$ cat src/rtl/multiword_add_seq_if.sv
// Bundle of the upstream, downstream and adder-slice signals around multiword_add_seq.
// The sequencer takes the slave view; the surrounding logic takes the master view.
interface multiword_add_seq_if #(
  parameter int unsigned WIDTH = 4,
  parameter int unsigned WORDS = 4
);
  localparam int unsigned N = WIDTH * WORDS;

  // Upstream operand handshake
  logic             in_valid;
  logic             in_ready;
  logic [N-1:0]     op_a;
  logic [N-1:0]     op_b;
  logic             op_cin;
  logic             op_sub;

  // External combinational adder slice
  logic [WIDTH-1:0] add_a;
  logic [WIDTH-1:0] add_b;
  logic             add_cin;
  logic [WIDTH-1:0] add_s;
  logic             add_c;

  // Downstream result handshake
  logic             out_valid;
  logic             out_ready;
  logic [N-1:0]     sum;
  logic             cout;
  logic             ovf;

  modport slave (
    input  in_valid, op_a, op_b, op_cin, op_sub,
    input  add_s, add_c,
    input  out_ready,
    output in_ready,
    output add_a, add_b, add_cin,
    output out_valid, sum, cout, ovf
  );

  modport master (
    output in_valid, op_a, op_b, op_cin, op_sub,
    output add_s, add_c,
    output out_ready,
    input  in_ready,
    input  add_a, add_b, add_cin,
    input  out_valid, sum, cout, ovf
  );
endinterface

$ cat src/rtl/multiword_add_seq.sv
// Wide add/subtract built by stepping one external WIDTH-bit adder slice over WORDS
// cycles, with the carry chained through a register and valid/ready on both sides.
module multiword_add_seq #(
  parameter int unsigned WIDTH = 4,
  parameter int unsigned WORDS = 4
) (
  input logic                clk,
  input logic                rst_n,
  multiword_add_seq_if.slave bus
);

  localparam int unsigned N    = WIDTH * WORDS;
  localparam int unsigned IdxW = (WORDS > 1) ? $clog2(WORDS) : 1;
  localparam logic [IdxW-1:0] LastIdx = IdxW'(WORDS - 1);

  typedef enum logic [1:0] {StIdle, StRun, StDone} state_e;

  state_e          state_q, state_d;
  logic [N-1:0]    a_q, a_d;
  logic [N-1:0]    b_q, b_d;
  logic [N-1:0]    sum_q, sum_d;
  logic            carry_q, carry_d;
  logic            cout_q, cout_d;
  logic            ovf_q, ovf_d;
  logic [IdxW-1:0] idx_q, idx_d;

  logic accept;
  logic last;

  assign accept = (state_q == StIdle) && bus.in_valid;
  assign last   = (idx_q == LastIdx);

  // FSM state register
  always_ff @(posedge clk) begin
    if (!rst_n) begin
      state_q <= StIdle;
    end else begin
      state_q <= state_d;
    end
  end

  // FSM next state
  always_comb begin
    state_d = state_q;
    unique case (state_q)
      StIdle:  if (bus.in_valid)  state_d = StRun;
      StRun:   if (last)          state_d = StDone;
      StDone:  if (bus.out_ready) state_d = StIdle;
      default:                    state_d = StIdle;
    endcase
  end

  // FSM outputs; the slice inputs are parked at zero whenever no slice is in flight
  always_comb begin
    bus.in_ready  = (state_q == StIdle);
    bus.out_valid = (state_q == StDone);
    bus.add_a     = '0;
    bus.add_b     = '0;
    bus.add_cin   = 1'b0;
    if (state_q == StRun) begin
      bus.add_a   = a_q[idx_q*WIDTH +: WIDTH];
      bus.add_b   = b_q[idx_q*WIDTH +: WIDTH];
      bus.add_cin = carry_q;
    end
  end

  // Datapath next state. Subtraction is a + ~b + 1, so b is inverted on capture and
  // the carry register is seeded with 1; op_cin only matters for addition.
  always_comb begin
    a_d     = a_q;
    b_d     = b_q;
    sum_d   = sum_q;
    carry_d = carry_q;
    cout_d  = cout_q;
    ovf_d   = ovf_q;
    idx_d   = idx_q;
    if (accept) begin
      a_d     = bus.op_a;
      b_d     = bus.op_sub ? ~bus.op_b : bus.op_b;
      carry_d = bus.op_sub ? 1'b1 : bus.op_cin;
      idx_d   = '0;
    end else if (state_q == StRun) begin
      sum_d[idx_q*WIDTH +: WIDTH] = bus.add_s;
      carry_d = bus.add_c;
      idx_d   = idx_q + IdxW'(1);
      if (last) begin
        // Overflow from the operand sign bits (effective b) and the top result bit
        cout_d = bus.add_c;
        ovf_d  = (a_q[N-1] == b_q[N-1]) && (bus.add_s[WIDTH-1] != a_q[N-1]);
      end
    end
  end

  always_ff @(posedge clk) begin
    if (!rst_n) begin
      a_q     <= '0;
      b_q     <= '0;
      sum_q   <= '0;
      carry_q <= 1'b0;
      cout_q  <= 1'b0;
      ovf_q   <= 1'b0;
      idx_q   <= '0;
    end else begin
      a_q     <= a_d;
      b_q     <= b_d;
      sum_q   <= sum_d;
      carry_q <= carry_d;
      cout_q  <= cout_d;
      ovf_q   <= ovf_d;
      idx_q   <= idx_d;
    end
  end

  assign bus.sum  = sum_q;
  assign bus.cout = cout_q;
  assign bus.ovf  = ovf_q;

endmodule

$ cat src/flat_wrapper.sv
// flat-port wrapper written by rule: the top's interface ports become plain ports
module multiword_add_seq_flat 
#(
  parameter int unsigned WIDTH = 4,
  parameter int unsigned WORDS = 4
)
  (clk, rst_n, bus_in_valid, bus_op_a, bus_op_b, bus_op_cin, bus_op_sub, bus_add_s, bus_add_c, bus_out_ready, bus_in_ready, bus_add_a, bus_add_b, bus_add_cin, bus_out_valid, bus_sum, bus_cout, bus_ovf);
  multiword_add_seq_if #(.WIDTH(WIDTH), .WORDS(WORDS)) bus_i ();
  input logic clk;
  input logic rst_n;
  input wire logic [$bits(bus_i.in_valid)-1:0] bus_in_valid;
  input wire logic [$bits(bus_i.op_a)-1:0] bus_op_a;
  input wire logic [$bits(bus_i.op_b)-1:0] bus_op_b;
  input wire logic [$bits(bus_i.op_cin)-1:0] bus_op_cin;
  input wire logic [$bits(bus_i.op_sub)-1:0] bus_op_sub;
  input wire logic [$bits(bus_i.add_s)-1:0] bus_add_s;
  input wire logic [$bits(bus_i.add_c)-1:0] bus_add_c;
  input wire logic [$bits(bus_i.out_ready)-1:0] bus_out_ready;
  output wire logic [$bits(bus_i.in_ready)-1:0] bus_in_ready;
  output wire logic [$bits(bus_i.add_a)-1:0] bus_add_a;
  output wire logic [$bits(bus_i.add_b)-1:0] bus_add_b;
  output wire logic [$bits(bus_i.add_cin)-1:0] bus_add_cin;
  output wire logic [$bits(bus_i.out_valid)-1:0] bus_out_valid;
  output wire logic [$bits(bus_i.sum)-1:0] bus_sum;
  output wire logic [$bits(bus_i.cout)-1:0] bus_cout;
  output wire logic [$bits(bus_i.ovf)-1:0] bus_ovf;
  assign bus_i.in_valid = bus_in_valid;
  assign bus_i.op_a = bus_op_a;
  assign bus_i.op_b = bus_op_b;
  assign bus_i.op_cin = bus_op_cin;
  assign bus_i.op_sub = bus_op_sub;
  assign bus_i.add_s = bus_add_s;
  assign bus_i.add_c = bus_add_c;
  assign bus_i.out_ready = bus_out_ready;
  assign bus_in_ready = bus_i.in_ready;
  assign bus_add_a = bus_i.add_a;
  assign bus_add_b = bus_i.add_b;
  assign bus_add_cin = bus_i.add_cin;
  assign bus_out_valid = bus_i.out_valid;
  assign bus_sum = bus_i.sum;
  assign bus_cout = bus_i.cout;
  assign bus_ovf = bus_i.ovf;
  multiword_add_seq #(.WIDTH(WIDTH), .WORDS(WORDS)) u_core (.clk(clk), .rst_n(rst_n), .bus(bus_i));
endmodule
$ cat config.mk
export PLATFORM = sky130hd
export DESIGN_NAME = multiword_add_seq_flat
export DESIGN_NICKNAME = d
export VERILOG_FILES = /design/src/rtl/multiword_add_seq_if.sv /design/src/rtl/multiword_add_seq.sv /design/src/flat_wrapper.sv
export SDC_FILE = /design/constraint.sdc
export NUM_CORES = 1
export LEC_CHECK = 0
export ABC_AREA = 0
export CAP_MARGIN = 20
export CELL_PAD_IN_SITES_DETAIL_PLACEMENT = 2
export CELL_PAD_IN_SITES_GLOBAL_PLACEMENT = 2
export CORE_MARGIN = 2
export CORE_UTILIZATION = 30
export CTS_BUF_LIST = sky130_fd_sc_hd__clkbuf_2 sky130_fd_sc_hd__clkbuf_4 sky130_fd_sc_hd__clkbuf_8
export DETAILED_ROUTE_END_ITERATION = 6
export GPL_TIMING_DRIVEN = 0
export PLACE_DENSITY = 0.82
export RECOVER_POWER = 50
export SETUP_SLACK_MARGIN = 0.2
export SYNTH_ARGS = -nofsm -noshare
export SYNTH_HDL_FRONTEND = slang
export SYNTH_SLANG_ARGS = --single-unit
$ cat constraint.sdc
create_clock -name clk -period 1.9 [get_ports clk]
set_input_delay 0.475 -clock clk [delete_from_list [all_inputs] [get_ports clk]]
set_output_delay 0.475 -clock clk [all_outputs]
set_load 0.05 [all_outputs]
==> impl_results.md, run 1 <==
- Routed vias: 2378
- Post-synth top area cell: dfxtp_1
- Required @ worst endpoint: 1.42 ns
- Syn Inst Count: 269
- Number of remaining DRC errors: 0
- CP dominant cell by count: buf_8
- Synth Cell Area: 0.00259 mm^2
- Final-stage net count: 416
- H-tree levels: 2
- Area share of fa/ha/maj cells after synthesis: 2.42%
- Die Y: 96.9 um
- Gr ovfl total: 0
- FP Rows: 33
- Final Util: 48.0%
- First-pass GRT wire length: 14700 um
- CP cell instances: buf_8, buf_12, mux4_2, and2_4, buf_8
- Die area: 0.00939 mm^2
- Top cell type's share of synthesized area: 42.5%
- Core area: 0.00830 mm^2
- Final worst path period share: 117%
- Share of cells above drive strength 1: 30.1%
- Hold WS: 0.476 ns
- Vias/cell: 5.02
- Most common cell in the netlist: nand2_1
- Clock Tree Buf Depth: 2
- Peak VDD IR: 0.000386 V
- Ports: 72
- Slowest stage cell, crit path: mux4_2
- Max_cap viols: 0
- Setup TNS Final: -2.22 ns
- Vias in the first global route: 2597
- Slew @ Worst Pin: 0.589 ns
- Cells after DPL: 443
- Unique cell type count in the Yosys netlist: 37
- Crit-path max FO: 5
- CP max stage delay: 0.49 ns
- Initial Util: 31.2%
- Total chip power: 2.56 mW
- WL per Instance: 20.0 um
- Syn_nets: 317
- Worst skew pair latency: 0.32 ns
- Synth warn: 0
- Power Dens Cells: 643 mW/mm^2
- Hold/Removal Path Class: flip-flop to flip-flop
- Max Slew Vio Count: 0
- Seq/Total Area, Yosys: 42.5%
- Post-synthesis mux area share: 7.78%
- Main combinational cell family by area after synthesis: simple AND/OR/NAND/NOR gates
- EDFF count, synth: 0
- WS Path Type: flip-flop to output port
- Initial antenna violation count: 0
- Total Wirelength: 9480 um
- Fin. Hold Viols: 0
- Clk_skew: 0.00801 ns
- Total track usage: 19.5%
- Crit. End Element: output port
- Synth area leaders: dfxtp_1 (43%), nand2_1 (9.1%), mux4_2 (7.0%)
- Routed Antenna Nets: 0
- Antenna diode count: 0
- Area delta synth->final: 53.9%
- CTS tree: yes
- Ys async rst share: 0%
- Final WS setup: -0.332 ns
- Syn_area_per_cell: 9.63 um^2
- GP Congestion: 0.728
- RSZ-0062 raised after global routing: true
- Worst slew margin: 60.8%
- IO Port Bufs: 69
- Status: finished with violations
- 1st-iter DRT viols: 31
- Post-Layout Cell Count: 474
- Final setup viols: 8
- Xor/xnor share of the synthesized area: 5.75%
- Register bit total from synthesis: 55
- LEAKAGE: 1.68 nW
- Root buf cell: clkbuf_8
- Clk sinks: 55
- CTS Hold Bufs: 0
- Simple-gate share of the synthesized area: 18.7%
- Detailed Routing Iterations Pass 1: 4
- Num CTS Buffers: 5
- Clock period minus worst slack: 2.23 ns
- Pin count of the biggest net entering global routing: 17
- Die width: 96.9 um
- Synth top cells by count: nand2_1 (63), dfxtp_1 (55), a21boi_0 (19)
- Top FF cell, synth: dfxtp_1
- Max frequency: 0.448 GHz
- Fraction of the mapped netlist area in compound gates: 17.8%
- WP data arrival: 1.76 ns
- Clock transition at the registers of the reported paths: 0.10 ns
- Worst Setup Start Kind: flip-flop
- Failing checks: setup timing
- HPWL after detailed placement: 5810 um
-- layout make-up --
cell class | count | area (um^2)
Buffer | 21 | 191
Clock buffer | 5 | 68.8
Clock inverter | 3 | 15.0
Fill cell | 864 | 4310
Inverter | 3 | 18.8
Multi-Input combinational cell | 190 | 1540
Sequential cell | 55 | 1110
Tap cell | 105 | 131
Timing Repair Buffer | 92 | 908
-- power breakdown --
group	internal, mW	switching, mW	total (mW)
logic	0.334	0.309	0.642
clock network	0.254	0.413	0.667
registers	1.21	0.0393	1.25
-- registers in the layout, summed over array words and instances (netlist names) --
name             count
u_core.bus.cout      1
u_core.a_q          16
u_core.bus.sum      16
u_core.state_q       2
u_core.bus.ovf       1
u_core.carry_q       1
u_core.idx_q         2
u_core.b_q          16
-- what timing repair did --
action,4_1_cts,5_1_grt
endpoints found under the setup margin,60,51
buffers inserted,10,12
endpoints found under the hold margin,0,0
gates cloned,1,0
pin swaps,11,17
gates resized for setup,138,63
-- cells by family (layout without fill, tap and decap cells) --
| kind of cell | after synthesis | count (layout) |
|---|---|---|
| AO/OA/AOI/OAI | 57 | 57 |
| AND/OR/NAND/NOR | 101 | 101 |
| buffers and inverters | 24 | 124 |
| adder cells (fa/ha/maj) | 5 | 5 |
| XOR/XNOR | 17 | 17 |
| multiplexers | 10 | 10 |
| flip-flops | 55 | 55 |
-- placed cells by master, fill, tap and decap left out, types with 5 or more instances in the layout --
| master | n |
|---|---|
| nand2_1 | 62 |
| dfxtp_1 | 51 |
| clkdlybuf4s50_1 | 39 |
| buf_4 | 23 |
| xnor2_1 | 17 |
| o211a_1 | 16 |
| buf_8 | 14 |
| a21boi_0 | 14 |
| clkdlybuf4s15_1 | 10 |
| and2_4 | 9 |
| mux4_2 | 8 |
| clkbuf_2 | 8 |
| buf_6 | 6 |
| clkbuf_1 | 5 |
| a21boi_1 | 5 |
| clkbuf_8 | 5 |
-- path summary, 6_finish.rpt --
kind / from / end / slack (ns) / cells after the start
max: u_core.idx_q[0] / bus_add_b[2] / -0.33 / 5
min: u_core.a_q[6] / u_core.a_q[6] / 0.48 / 2
max reg2reg: u_core.idx_q[0] / u_core.bus.sum[10] / 0 / 9
min reg2reg: u_core.a_q[6] / u_core.a_q[6] / 0.48 / 2
-- worst max-delay path: cells and delay by family, from the launching register on --
family	cells	cell delay, ns
AND/OR/NAND/NOR	1	0.16
buffers and inverters	3	0.41
multiplexers	1	0.49
flip-flops	1	0.39
-- per-layer routing --
layer | up-vias | GRT usage (%) | part of all wire (%)
met1 | 1188 | 24.4 | 42
li1 | 1127 | - | -
met3 | 11 | 3.32 | 3.2
met2 | 52 | 35.7 | 53
met5 | - | 0 | 0
met4 | 0 | 3.14 | 1.4
-- through the flow --
| stage | area (um^2) | setup slack, ns |
|---|---|---|
| 2_1_floorplan | 2620 | 0.133 |
| 3_3_place_gp | 3450 | -0.796 |
| 3_5_place_dp | 3450 | -0.806 |
| 4_1_cts | 3790 | -0.295 |
| 5_1_grt | 3990 | -0.367 |
| 6_report | 3990 | -0.332 |
No activity file was read; power rests on OpenSTA's default activity.
==> run 2: changes to the inputs <==
--- a/config.mk
+++ b/config.mk
@@ -17,6 +17,7 @@
 export PLACE_DENSITY = 0.82
 export RECOVER_POWER = 50
 export SETUP_SLACK_MARGIN = 0.2
+export SKIP_CTS_REPAIR_TIMING = 1
 export SYNTH_ARGS = -nofsm -noshare
 export SYNTH_HDL_FRONTEND = slang
 export SYNTH_SLANG_ARGS = --single-unit
==> impl_results.md, run 2 (synthesis results as in run 1) <==
- Fin. Hold Viols: 0
- WL per Instance: 20.9 um
- Area delta synth->final: 52.8%
- Max Slew Vio Count: 0
- Total Wirelength: 9690 um
- Commonest non-fill, non-tap cell in the layout: nand2_1
- Final WS setup: -0.295 ns
- Initial Util: 31.2%
- Part of the power in registers: 49.2%
- Hold/Removal Path Class: flip-flop to flip-flop
- Antenna diode count: 0
- GP Congestion: 0.728
- Total track usage: 16.9%
- Share of cells above drive strength 1: 23.4%
- Worst skew pair latency: 0.32 ns
- CTS tree: yes
- Max_cap viols: 0
- Crit. End Element: output port
- Max frequency: 0.456 GHz
- Worst slew margin: 50.3%
- LEAKAGE: 1.91 nW
- Detailed Routing Iterations Pass 1: 4
- NetSw: 755 uW
- Routed vias: 2364
- Filler cell count: 864
- First-pass GRT wire length: 12800 um
- Die area: 0.00939 mm^2
- 1st-iter DRT viols: 54
- HPWL after detailed placement: 5810 um
- Clock Power Share: 25.9%
- Int Pwr: 1.79 mW
- Status: finished with violations
- Crit-path max FO: 6
- Clock period minus worst slack: 2.20 ns
- Final-stage net count: 406
- Clock transition at the registers of the reported paths: 0.10 ns
- Worst Setup Start Kind: flip-flop
- H-tree levels: 2
- Initial antenna violation count: 0
- Peak VDD IR: 0.000340 V
- Combinational share of power: 24.9%
- Root buf cell: clkbuf_8
- Die width: 96.9 um
- Hold WS: 0.471 ns
- Vias in the first global route: 2497
- Final Util: 47.7%
- Power Dens Cells: 643 mW/mm^2
- WS Path Type: flip-flop to output port
- Failing checks: setup timing
- Slew @ Worst Pin: 0.739 ns
- Routed Antenna Nets: 0
- Switch share: 29.7%
- Ports: 72
- Total chip power: 2.54 mW
- IO Port Bufs: 69
- RSZ-0062 raised after global routing: true
- Required @ worst endpoint: 1.42 ns
- Reg2reg setup slack: -0.01 ns
- Die Y: 96.9 um
- Pin count of the biggest net entering global routing: 17
- Clk_skew: 0.00728 ns
- Vias/cell: 5.09
- Final setup viols: 10
- Core area: 0.00830 mm^2
- FP Rows: 33
- Setup Slack @ Placement: -0.806 ns
- Number of remaining DRC errors: 0
- Final worst path period share: 116%
- Gr ovfl total: 0
- WP data arrival: 1.72 ns
- Num CTS Buffers: 5
- Highest-count cells in the layout ignoring fill and taps: nand2_1 (63), dfxtp_1 (53), clkdlybuf4s50_1 (39), dlymetal6s2s_1 (19), a21boi_0 (18)
- Clk sinks: 55
- Clock Tree Buf Depth: 2
[run 2: changes by cell type in the layout (fill, tap and decap cells not counted), moves of 4 or more]
cell | previous run | this run
dlymetal6s2s_1 | 1 | 19
buf_4 | 23 | 9
a21boi_1 | 5 | 1
clkdlybuf4s15_1 | 10 | 0
a21boi_0 | 14 | 18
[run 2: worst max-delay path, cell delays in order, from the launching register on]
cell and delay (ns):
dfxtp_2 0.36, buf_8 0.13, buf_12 0.12, mux4_2 0.49, and2_4 0.16, buf_8 0.14
[run 2: power groups by stage]
stage               Sequential [mW]  Combinational [mW]  Clock [mW]
finish                         1.25               0.633       0.659
global placement               1.27               0.489           0
floorplan                      1.28               0.288           0
detailed placement             1.27               0.503           0
global route                   1.26               0.674       0.714
CTS                            1.25               0.507       0.662
[run 2: final cells by class]
type                            count  area, um^2  area share (%)
Buffer                             21         164            4.14
Clock buffer                        5        68.8            1.74
Clock inverter                      3        15.0           0.380
Inverter                            3        18.8           0.474
Multi-Input combinational cell    190        1530            38.6
Sequential cell                    55        1100            27.9
Tap cell                          105         131            3.32
Timing Repair Buffer               82         927            23.4
[run 2: per-stage QoR]
| stage | std cells | setup TNS, ns | cell area, um^2 |
|---|---|---|---|
| finish | 464 | -2.29 | 3960 |
| global route | 464 | -3.58 | 3960 |
| CTS | 451 | -13.06 | 3530 |
| detailed placement | 443 | -13.13 | 3450 |
| global placement | 443 | -11.48 | 3450 |
| floorplan | 269 | 0 | 2620 |
[run 2: layer usage]
layer,share of wire (%),vias to the layer above,track usage (%),wire [um]
met5,0,-,0,0
met1,42,1183,20.8,4030
met4,1.4,0,3.90,131
met3,3.4,9,2.67,334
met2,54,55,30.8,5190
li1,-,1117,-,-
[run 2: final timing paths]
| path | to | start | cells past startpoint |
|---|---|---|---|
| max | bus_add_b[1] | u_core.idx_q[0] | 5 |
| min | u_core.bus.cout | u_core.bus.cout | 2 |
| max reg2reg | u_core.idx_q[1] | u_core.state_q[1] | 6 |
| min reg2reg | u_core.bus.cout | u_core.bus.cout | 2 |
==> run 3: changes to the inputs <==
--- a/config.mk
+++ b/config.mk
@@ -6,7 +6,6 @@
 export NUM_CORES = 1
 export LEC_CHECK = 0
 export ABC_AREA = 0
-export CAP_MARGIN = 20
 export CELL_PAD_IN_SITES_DETAIL_PLACEMENT = 2
 export CELL_PAD_IN_SITES_GLOBAL_PLACEMENT = 2
 export CORE_MARGIN = 2
==> results of run 3 <==
Final layout, timing and power as in run 2 (identical DEF).
